[src/rtl/prng_pkg.sv]
// Shared definitions for the PRNG stream engine family: FSM encodings, CSR status codes
// and default Fibonacci LFSR tap masks.
package prng_pkg;

  typedef logic [2:0] state_t;

  localparam state_t S_IDLE    = 3'd0;
  localparam state_t S_LOAD    = 3'd1;
  localparam state_t S_RUN     = 3'd2;
  localparam state_t S_PRESENT = 3'd3;
  localparam state_t S_FINISH  = 3'd4;

  localparam logic [2:0] ST_BUSY  = 3'b010;
  localparam logic [2:0] ST_DONE  = 3'b001;
  localparam logic [2:0] ST_ABORT = 3'b100;

  // Maximal-length tap sets (bit i set means state[i] feeds the XOR)
  localparam logic [7:0]   TAPS_8   = 8'hB8;
  localparam logic [31:0]  TAPS_32  = 32'h8020_0003;
  localparam logic [63:0]  TAPS_64  = 64'hD800_0000_0000_0000;
  localparam logic [127:0] TAPS_128 = 128'hA000_0014_0000_0000_0000_0000_0000_0000;

endpackage

[src/rtl/prng_stream_engine_if.sv]
// Generated-word stream: word plus valid/ready handshake between engine and consumer.
interface prng_stream_engine_if #(
  parameter int unsigned WIDTH = 128
);
  logic [WIDTH-1:0] word_o;
  logic             word_valid_o;
  logic             word_ready_i;

  modport master (output word_o, output word_valid_o, input word_ready_i);
  modport slave  (input word_o, input word_valid_o, output word_ready_i);
endinterface

[src/rtl/lfsr_step.sv]
// One Fibonacci LFSR step: shift left, feedback is the parity of the tapped bits.
module lfsr_step
  import prng_pkg::*;
#(
  parameter int unsigned      WIDTH = 128,
  parameter logic [WIDTH-1:0] TAPS  = WIDTH'(TAPS_128)
) (
  input  logic [WIDTH-1:0] cur,
  output logic [WIDTH-1:0] nxt
);
  assign nxt = {cur[WIDTH-2:0], ^(cur & TAPS)};
endmodule

[src/rtl/prng_stream_engine.sv]
// Burst PRNG engine: emits count_i LFSR words, SHIFTS steps apart, over a valid/ready stream,
// with reseed/continue, abort, zero-seed substitution and CSR status strobes.
module prng_stream_engine
  import prng_pkg::*;
#(
  parameter int unsigned      WIDTH  = 128,
  parameter logic [WIDTH-1:0] TAPS   = WIDTH'(TAPS_128),
  parameter int unsigned      SHIFTS = 16,
  parameter int unsigned      CNT_W  = 8
) (
  input  logic                 clock,
  input  logic                 reset_n,
  input  logic [WIDTH-1:0]     seed_i,
  input  logic                 seed_we_i,
  input  logic                 start_i,
  input  logic                 reseed_i,
  input  logic [CNT_W-1:0]     count_i,
  input  logic                 abort_i,
  prng_stream_engine_if.master strm,
  output logic                 busy_o,
  output logic                 done_o,
  output logic [2:0]           status_o,
  output logic                 status_we_o,
  output logic                 seed_err_o
);
  localparam int unsigned SH_W = (SHIFTS > 1) ? $clog2(SHIFTS) : 1;

  state_t           state_q, state_d;
  logic [WIDTH-1:0] lfsr_q, lfsr_d, lfsr_nxt, seed_q, word_q, word_d, load_val;
  logic [CNT_W-1:0] rem_q, rem_d;
  logic [SH_W-1:0]  sh_q, sh_d;
  logic             reseed_q, reseed_d, err_q, err_d;

  lfsr_step #(
    .WIDTH(WIDTH),
    .TAPS (TAPS)
  ) u_step (
    .cur(lfsr_q),
    .nxt(lfsr_nxt)
  );

  assign load_val = reseed_q ? seed_q : lfsr_q;

  always_comb begin
    state_d  = state_q;
    lfsr_d   = lfsr_q;
    word_d   = word_q;
    rem_d    = rem_q;
    sh_d     = sh_q;
    reseed_d = reseed_q;
    err_d    = err_q;
    if (state_q != S_IDLE && abort_i) begin
      // Abort beats any same-cycle handshake; the LFSR is left where it is
      state_d = S_IDLE;
    end else begin
      case (state_q)
        S_IDLE: begin
          if (start_i) begin
            rem_d    = count_i;
            reseed_d = reseed_i;
            state_d  = S_LOAD;
          end
        end
        S_LOAD: begin
          if (load_val == '0) begin
            lfsr_d = WIDTH'(1);
            err_d  = 1'b1;
          end else begin
            lfsr_d = load_val;
          end
          sh_d    = '0;
          state_d = (rem_q == '0) ? S_FINISH : S_RUN;
        end
        S_RUN: begin
          lfsr_d = lfsr_nxt;
          sh_d   = sh_q + SH_W'(1);
          if (sh_q == SH_W'(SHIFTS - 1)) begin
            word_d  = lfsr_nxt;
            state_d = S_PRESENT;
          end
        end
        S_PRESENT: begin
          if (strm.word_ready_i) begin
            rem_d   = rem_q - CNT_W'(1);
            sh_d    = '0;
            state_d = (rem_q == CNT_W'(1)) ? S_FINISH : S_RUN;
          end
        end
        S_FINISH: state_d = S_IDLE;
        default:  state_d = S_IDLE;
      endcase
    end
  end

  always_ff @(posedge clock or negedge reset_n) begin
    if (!reset_n) begin
      state_q  <= S_IDLE;
      lfsr_q   <= '0;
      seed_q   <= '0;
      word_q   <= '0;
      rem_q    <= '0;
      sh_q     <= '0;
      reseed_q <= 1'b0;
      err_q    <= 1'b0;
    end else begin
      state_q  <= state_d;
      lfsr_q   <= lfsr_d;
      word_q   <= word_d;
      rem_q    <= rem_d;
      sh_q     <= sh_d;
      reseed_q <= reseed_d;
      err_q    <= err_d;
      if (seed_we_i) seed_q <= seed_i;
    end
  end

  assign busy_o            = (state_q != S_IDLE);
  assign done_o            = (state_q == S_FINISH) && !abort_i;
  assign seed_err_o        = err_q;
  assign strm.word_o       = word_q;
  assign strm.word_valid_o = (state_q == S_PRESENT);

  // Start strobe is gated by reset so every output reads 0 while reset is held
  always_comb begin
    status_o    = '0;
    status_we_o = 1'b0;
    if (state_q == S_IDLE) begin
      if (start_i && reset_n) begin
        status_o    = ST_BUSY;
        status_we_o = 1'b1;
      end
    end else if (abort_i) begin
      status_o    = ST_ABORT;
      status_we_o = 1'b1;
    end else if (state_q == S_FINISH) begin
      status_o    = ST_DONE;
      status_we_o = 1'b1;
    end
  end

endmodule

[src/flat_wrapper.sv]
// flat-port wrapper written by rule: the top's interface ports become plain ports
module prng_stream_engine_flat import prng_pkg::*;
#(
  parameter int unsigned      WIDTH  = 128,
  parameter logic [WIDTH-1:0] TAPS   = WIDTH'(TAPS_128),
  parameter int unsigned      SHIFTS = 16,
  parameter int unsigned      CNT_W  = 8
)
  (clock, reset_n, seed_i, seed_we_i, start_i, reseed_i, count_i, abort_i, busy_o, done_o, status_o, status_we_o, seed_err_o, strm_word_o, strm_word_valid_o, strm_word_ready_i);
  prng_stream_engine_if #(.WIDTH(WIDTH)) strm_i ();
  input  logic clock;
  input  logic reset_n;
  input  logic [WIDTH-1:0] seed_i;
  input  logic seed_we_i;
  input  logic start_i;
  input  logic reseed_i;
  input  logic [CNT_W-1:0] count_i;
  input  logic abort_i;
  output logic busy_o;
  output logic done_o;
  output logic [2:0] status_o;
  output logic status_we_o;
  output logic seed_err_o;
  output wire logic [$bits(strm_i.word_o)-1:0] strm_word_o;
  output wire logic [$bits(strm_i.word_valid_o)-1:0] strm_word_valid_o;
  input wire logic [$bits(strm_i.word_ready_i)-1:0] strm_word_ready_i;
  assign strm_word_o = strm_i.word_o;
  assign strm_word_valid_o = strm_i.word_valid_o;
  assign strm_i.word_ready_i = strm_word_ready_i;
  prng_stream_engine #(.WIDTH(WIDTH), .TAPS(TAPS), .SHIFTS(SHIFTS), .CNT_W(CNT_W)) u_core (.clock(clock), .reset_n(reset_n), .seed_i(seed_i), .seed_we_i(seed_we_i), .start_i(start_i), .reseed_i(reseed_i), .count_i(count_i), .abort_i(abort_i), .strm(strm_i), .busy_o(busy_o), .done_o(done_o), .status_o(status_o), .status_we_o(status_we_o), .seed_err_o(seed_err_o));
endmodule
[config.mk]
export PLATFORM = sky130hd
export DESIGN_NAME = prng_stream_engine_flat
export DESIGN_NICKNAME = d
export VERILOG_FILES = /design/src/rtl/prng_pkg.sv /design/src/rtl/prng_stream_engine_if.sv /design/src/rtl/lfsr_step.sv /design/src/rtl/prng_stream_engine.sv /design/src/flat_wrapper.sv
export SDC_FILE = /design/constraint.sdc
export NUM_CORES = 1
export LEC_CHECK = 0
export ABC_AREA = 1
export CAP_MARGIN = 0
export CORE_UTILIZATION = 59
export DETAILED_ROUTE_END_ITERATION = 12
export MAX_ROUTING_LAYER = met4
export PLACE_DENSITY = 0.86
export RECOVER_POWER = 50
export SYNTH_ARGS = -nofsm -noshare
export SYNTH_HDL_FRONTEND = slang
export SYNTH_SLANG_ARGS = --single-unit
[constraint.sdc]
create_clock -name clock -period 4.1 [get_ports clock]
set_input_delay 1.23 -clock clock [delete_from_list [all_inputs] [get_ports clock]]
set_output_delay 1.23 -clock clock [all_outputs]
set_load 0.02 [all_outputs]
# Word level (Yosys, flattened, before mapping)
# Cells that the tools add are included.
# Widths: inputs -> output; s select.
# totals
elab_cells	64
ff_bits	401
# classes
eq_ne	11
reduce_logical	19
add_sub_neg	2
bitwise	1
n_mux	23
# ops
cell	count
$mux 128	2
$pmux 128 s2	1
$logic_not 128->1	1
$reduce_xor 128->1	1
$mux 3	8
$mux 8	2
$pmux 8 s2	1
$reduce_and 3->1	5
$pmux 3 s4	1
$pmux 4 s3	1
$eq 8x1->1 const B	1
$logic_not 8->1	1
$sub 8x1->8 const B	1
$eq 3x2->1 const B	2
$ne 3x1->1 const B	2
$reduce_bool 3->1	2
$mux 1	5
$add 4x1->4 const B	1
$eq 4x4->1 const B	1
$mux 4	1
$reduce_and 4->1	1
$reduce_bool 2->1	2
$eq 3x1->1 const B	1
$eq 3x3->1 const B	1
9 further kinds	11

# Longest topological paths before layout
# depth
depth_word	5
ltp_mapped	15
depth_no_buf	13

# Cells and area by module
# From an unflattened synthesis, not the netlist that was laid out.
# unflattened
cells_unflattened	2416
area_unflattened_um2	19772.7
# modules_own_cells
mod	n_inst	cells_per_inst	area_per_inst_um2
prng_stream_engine	1	2270	18745.5
lfsr_step	1	146	1027.2

# Worst setup path before layout
# OpenSTA, ideal clock, no wires.
# synth_timing
path_type	input -> output
from	input start_i
to	output status_we_o
required_time_ns	2.870
path_slack_ns	1.075
stages	2
arrival_time_ns	1.795
n_path_buf	0
path_cell_list	nand3_1 > o221ai_1
# synth_via
elab_chain_len	3
# synth_rtl
element	line	rtl
start, declared	flat_wrapper.sv:15	input logic start_i;
$logic_and 1x1->1	prng_stream_engine.sv:128	if (start_i && reset_n) begin
$mux 1	prng_stream_engine.sv:128	
$mux 1	prng_stream_engine.sv:127	if (state_q == S_IDLE) begin
end, declared	flat_wrapper.sv:22	output logic status_we_o;
# No other way between the ends.

# Worst setup path in the final report
# layout_timing
from	input abort_i
to	output status_o[2]
# layout_via
elab_chain_len	2
# layout_rtl
element	line	rtl
start, declared	flat_wrapper.sv:18	input logic abort_i;
$mux 3	prng_stream_engine.sv:132	end else if (abort_i) begin
$mux 3	prng_stream_engine.sv:127	
end, declared	flat_wrapper.sv:21	output logic [2:0] status_o;
# No other way between the ends.

==> summary.md <==
| Metric | Value |
|---|---|
| Hold_buf cts | 0 |
| Fraction of registers with async set/reset | 100% |
| Slew Limit Fails | 120 |
| Root Driver | clkbuf_16 |
| Clock latency on the worst-skew pair | 0.53 ns |
| Vias per cell | 5.53 |
| Count of final setup violators | 0 |
| Ports | 279 |
| First-iteration detailed-routing DRC count | 1691 |
| Area Growth Syn to Fin | 23.2% |
| Deepest clock path buffer count | 3 |
| Fmax | 253 MHz |
| Worst EP required | 2.87 ns |
| Hold Crit Endpoint | u_core.seed_err_o |
| Cell Pwr Density | 618 nW/um^2 |
| Wire per inst | 16.3 um |
| # port buffers | 278 |
| Number of flops mapped to enable cells by yosys | 0 |
| Final ANT Viol Nets | 0 |
| Syn avg cell area | 7.76 sq um |
| DP Wirelength | 31000 um |
| Adder-Cell Fraction of Synth Area | 0.203% |
| Post-CTS Resized | 0 |
| Failing checks | capacitance limit, slew limit |
| RR Endpoint | u_core.lfsr_q[108] |
| Post-Syn Nets | 2527 |
| Mux share of post-synthesis cell area | 0.115% |
| Layout cells sized above 1 | 3.60% |
| All-Layer GR Usage | 31.6% |
| Final WL | 49000 um |
| Final worst slack | 0.148 ns |
| Xor and xnor area share after synthesis | 0.190% |
| CTS H-tree depth | 2 |
| Critical Path AT | 2.72 ns |
| Pre-CTS WS | 0.210 ns |
| Crit end category | primary output |
| Nets@finish | 2729 |
| Total chip power | 14.1 mW |
| Total of max-cap violations | 2 |
| Total CTS buffers | 42 |
| Post-synthesis simple-gate area fraction | 19.0% |
| Cell variety after synth | 34 |
| Post-route setup TNS | 0 ns |
| Area of the multi-input gates | 6770 sq um |
| Yosys warnings | 0 |
| Initial antenna violation count | 2 |
| Worst-margin pin slew | 2.08 ns |
| R2R setup slack | 1.17 ns |
| RSZ-0062 raised after global routing | no |
| Final min period | 3.95 ns |
| Initial Util | 60.3% |
| CTS tree | built |
| Reg2reg path depth | 6 |
| DR vias | 16600 |
| Sequential-to-total area share from yosys stat | 54.3% |
| CP max FO | 6 |
| Die footprint | 32000 sq um |
| Residual DRC count | 0 |
| Worst hold path type | reg -> reg |
| Drt first pass iters | 6 |
| Hold Path Stages | 1 |
| Combinational family with the most area after synthesis | simple AND/OR/NAND/NOR gates |
| Die H | 179 um |
| Final worst-path cycle share | 96.4% |
| FF+latch area | 10000 sq um |
| Post-placement cell count | 2935 |
| Grt ovf | 0 |
| Worst r2r src | u_core.state_q[0] |
| Core ar. | 30700 sq um |
| Final hold violation count | 0 |
| Number of synthesized register bits | 401 |
| Gpl congestion | 0.880 |
| CTS sink count | 401 |
| Die width | 179 um |
| Hold path startpoint | u_core.seed_err_o |
| Post-Syn Area | 18500 sq um |
| Largest net degree at the start of global routing | 189 |
| Vias in the first global route | 16200 |
| Startpoint Class | input pin |
| First-pass GRT wire length | 78400 um |
| Synth Instances | 2381 |
| Peak VDD IR | 457 uV |
| # fillers | 2179 |
| # Post-CTS Setup Buffers | 0 |
| Crit Path Class | in -> out |
| Rel. slew slack | -38.9% |
| Main flop type after synthesis | dfrtp_1 |
| Complex-gate fraction of the synthesized area | 17.1% |
| Fin cells | 3011 |
| Clock slew at reported path FFs | 0.06 ns |
| Setup Skew | 0.0126 ns |
| Row count | 64 |
| Status | complete, but fails checks |
| Lkg Pwr | 11.0 nW |
[worst max path at each step]
stage / endpoint / startpoint / slack [ns]
after floorplan: status_we_o / start_i / 1.07
after global placement: status_we_o / start_i / 0.24
after detailed placement: status_o[2] / abort_i / 0.21
after CTS: status_o[2] / abort_i / 0.21
after global routing: status_o[2] / abort_i / 0.1
final: status_o[2] / abort_i / 0.15
[metal layers]
metal  track usage (%)  vias to the layer above  wire length, um
met1              40.2                     7995            20500
li1                  -                     7867                -
met3              4.69                      125             3170
met4              11.7                        0             1610
met5                 -                        -                0
met2              51.4                      658            23800
[layout by cell type, fill, tap and decap left out, types with 4 or more instances in the layout]
master and instances:
o21ai_0 469, nand3_1 8, nand2_1 470, o21ai_1 4
buf_12 6, nor3_1 4, inv_1 278, clkbuf_1 11
diode_2 4, clkdlybuf4s50_1 276, a21oi_1 136, clkinv_2 6
o22ai_1 6, clkbuf_8 14, clkbuf_16 45, dfrtp_1 400
buf_4 10, nor2_1 435
[state kept, by name (all words and copies together) (netlist names)]
register,cells
u_core.reseed_q,1
u_core.lfsr_q,128
u_core.state_q,3
u_core.seed_err_o,1
u_core.rem_q,8
u_core.seed_q,128
u_core.sh_q,4
u_core.strm.word_o,128
[kinds of logic (layout without fill, tap and decap cells)]
kind of cell,after synthesis,count (layout)
multiplexers,2,2
flip-flops,401,401
adder cells (fa/ha/maj),3,3
other,0,4
XOR/XNOR,4,4
AND/OR/NAND/NOR,924,924
buffers and inverters,423,653
AO/OA/AOI/OAI,624,624
[Yosys cell counts (all sizes together) (2+ instances only)]
cell	count	share of area, %
nand2	470	9.6
buf	73	2.0
o22ai	6	0.20
nor2	435	8.8
nor3	6	0.25
xnor2	2	0.095
nand4	2	0.068
dfrtp	401	54
xor2	2	0.095
nor4	2	0.068
clkbuf	69	1.4
inv	281	5.7
o21ai	473	13
o211ai	2	0.081
nand3	8	0.22
a21oi	136	3.7
ha	3	0.20
[power by group]
part	internal, mW	switching (mW)
sequential	4.78	0.357
combinational	1.51	3.59
clock	2.30	1.53
[layout make-up]
cell class              count  area share [%]
diodes                      4          0.0439
clock buffers              64            5.87
clock inverters             8           0.302
inverters                 281            4.66
multi-input cells        1557            29.7
flip-flops and latches    401            44.1
well taps                 396            2.18
repair buffers            300            13.1
[metrics by stage]
step                      hold WS, ns  util [%]  instance area, sq um
after floorplan                 0.465         -                 18500
after detailed placement        0.467      69.8                 21400
after CTS                       0.485      74.4                 22800
final                           0.489      74.3                 22800
after global placement          0.464      69.8                 21400
after global routing            0.514      74.2                 22800
[worst max-delay path: stages]
cell and delay [ns]:
clkdlybuf4s50_1 0.54, nand2_1 0.17, inv_1 0.15, clkdlybuf4s50_1 0.63
No activity file was read; power rests on OpenSTA's default activity.
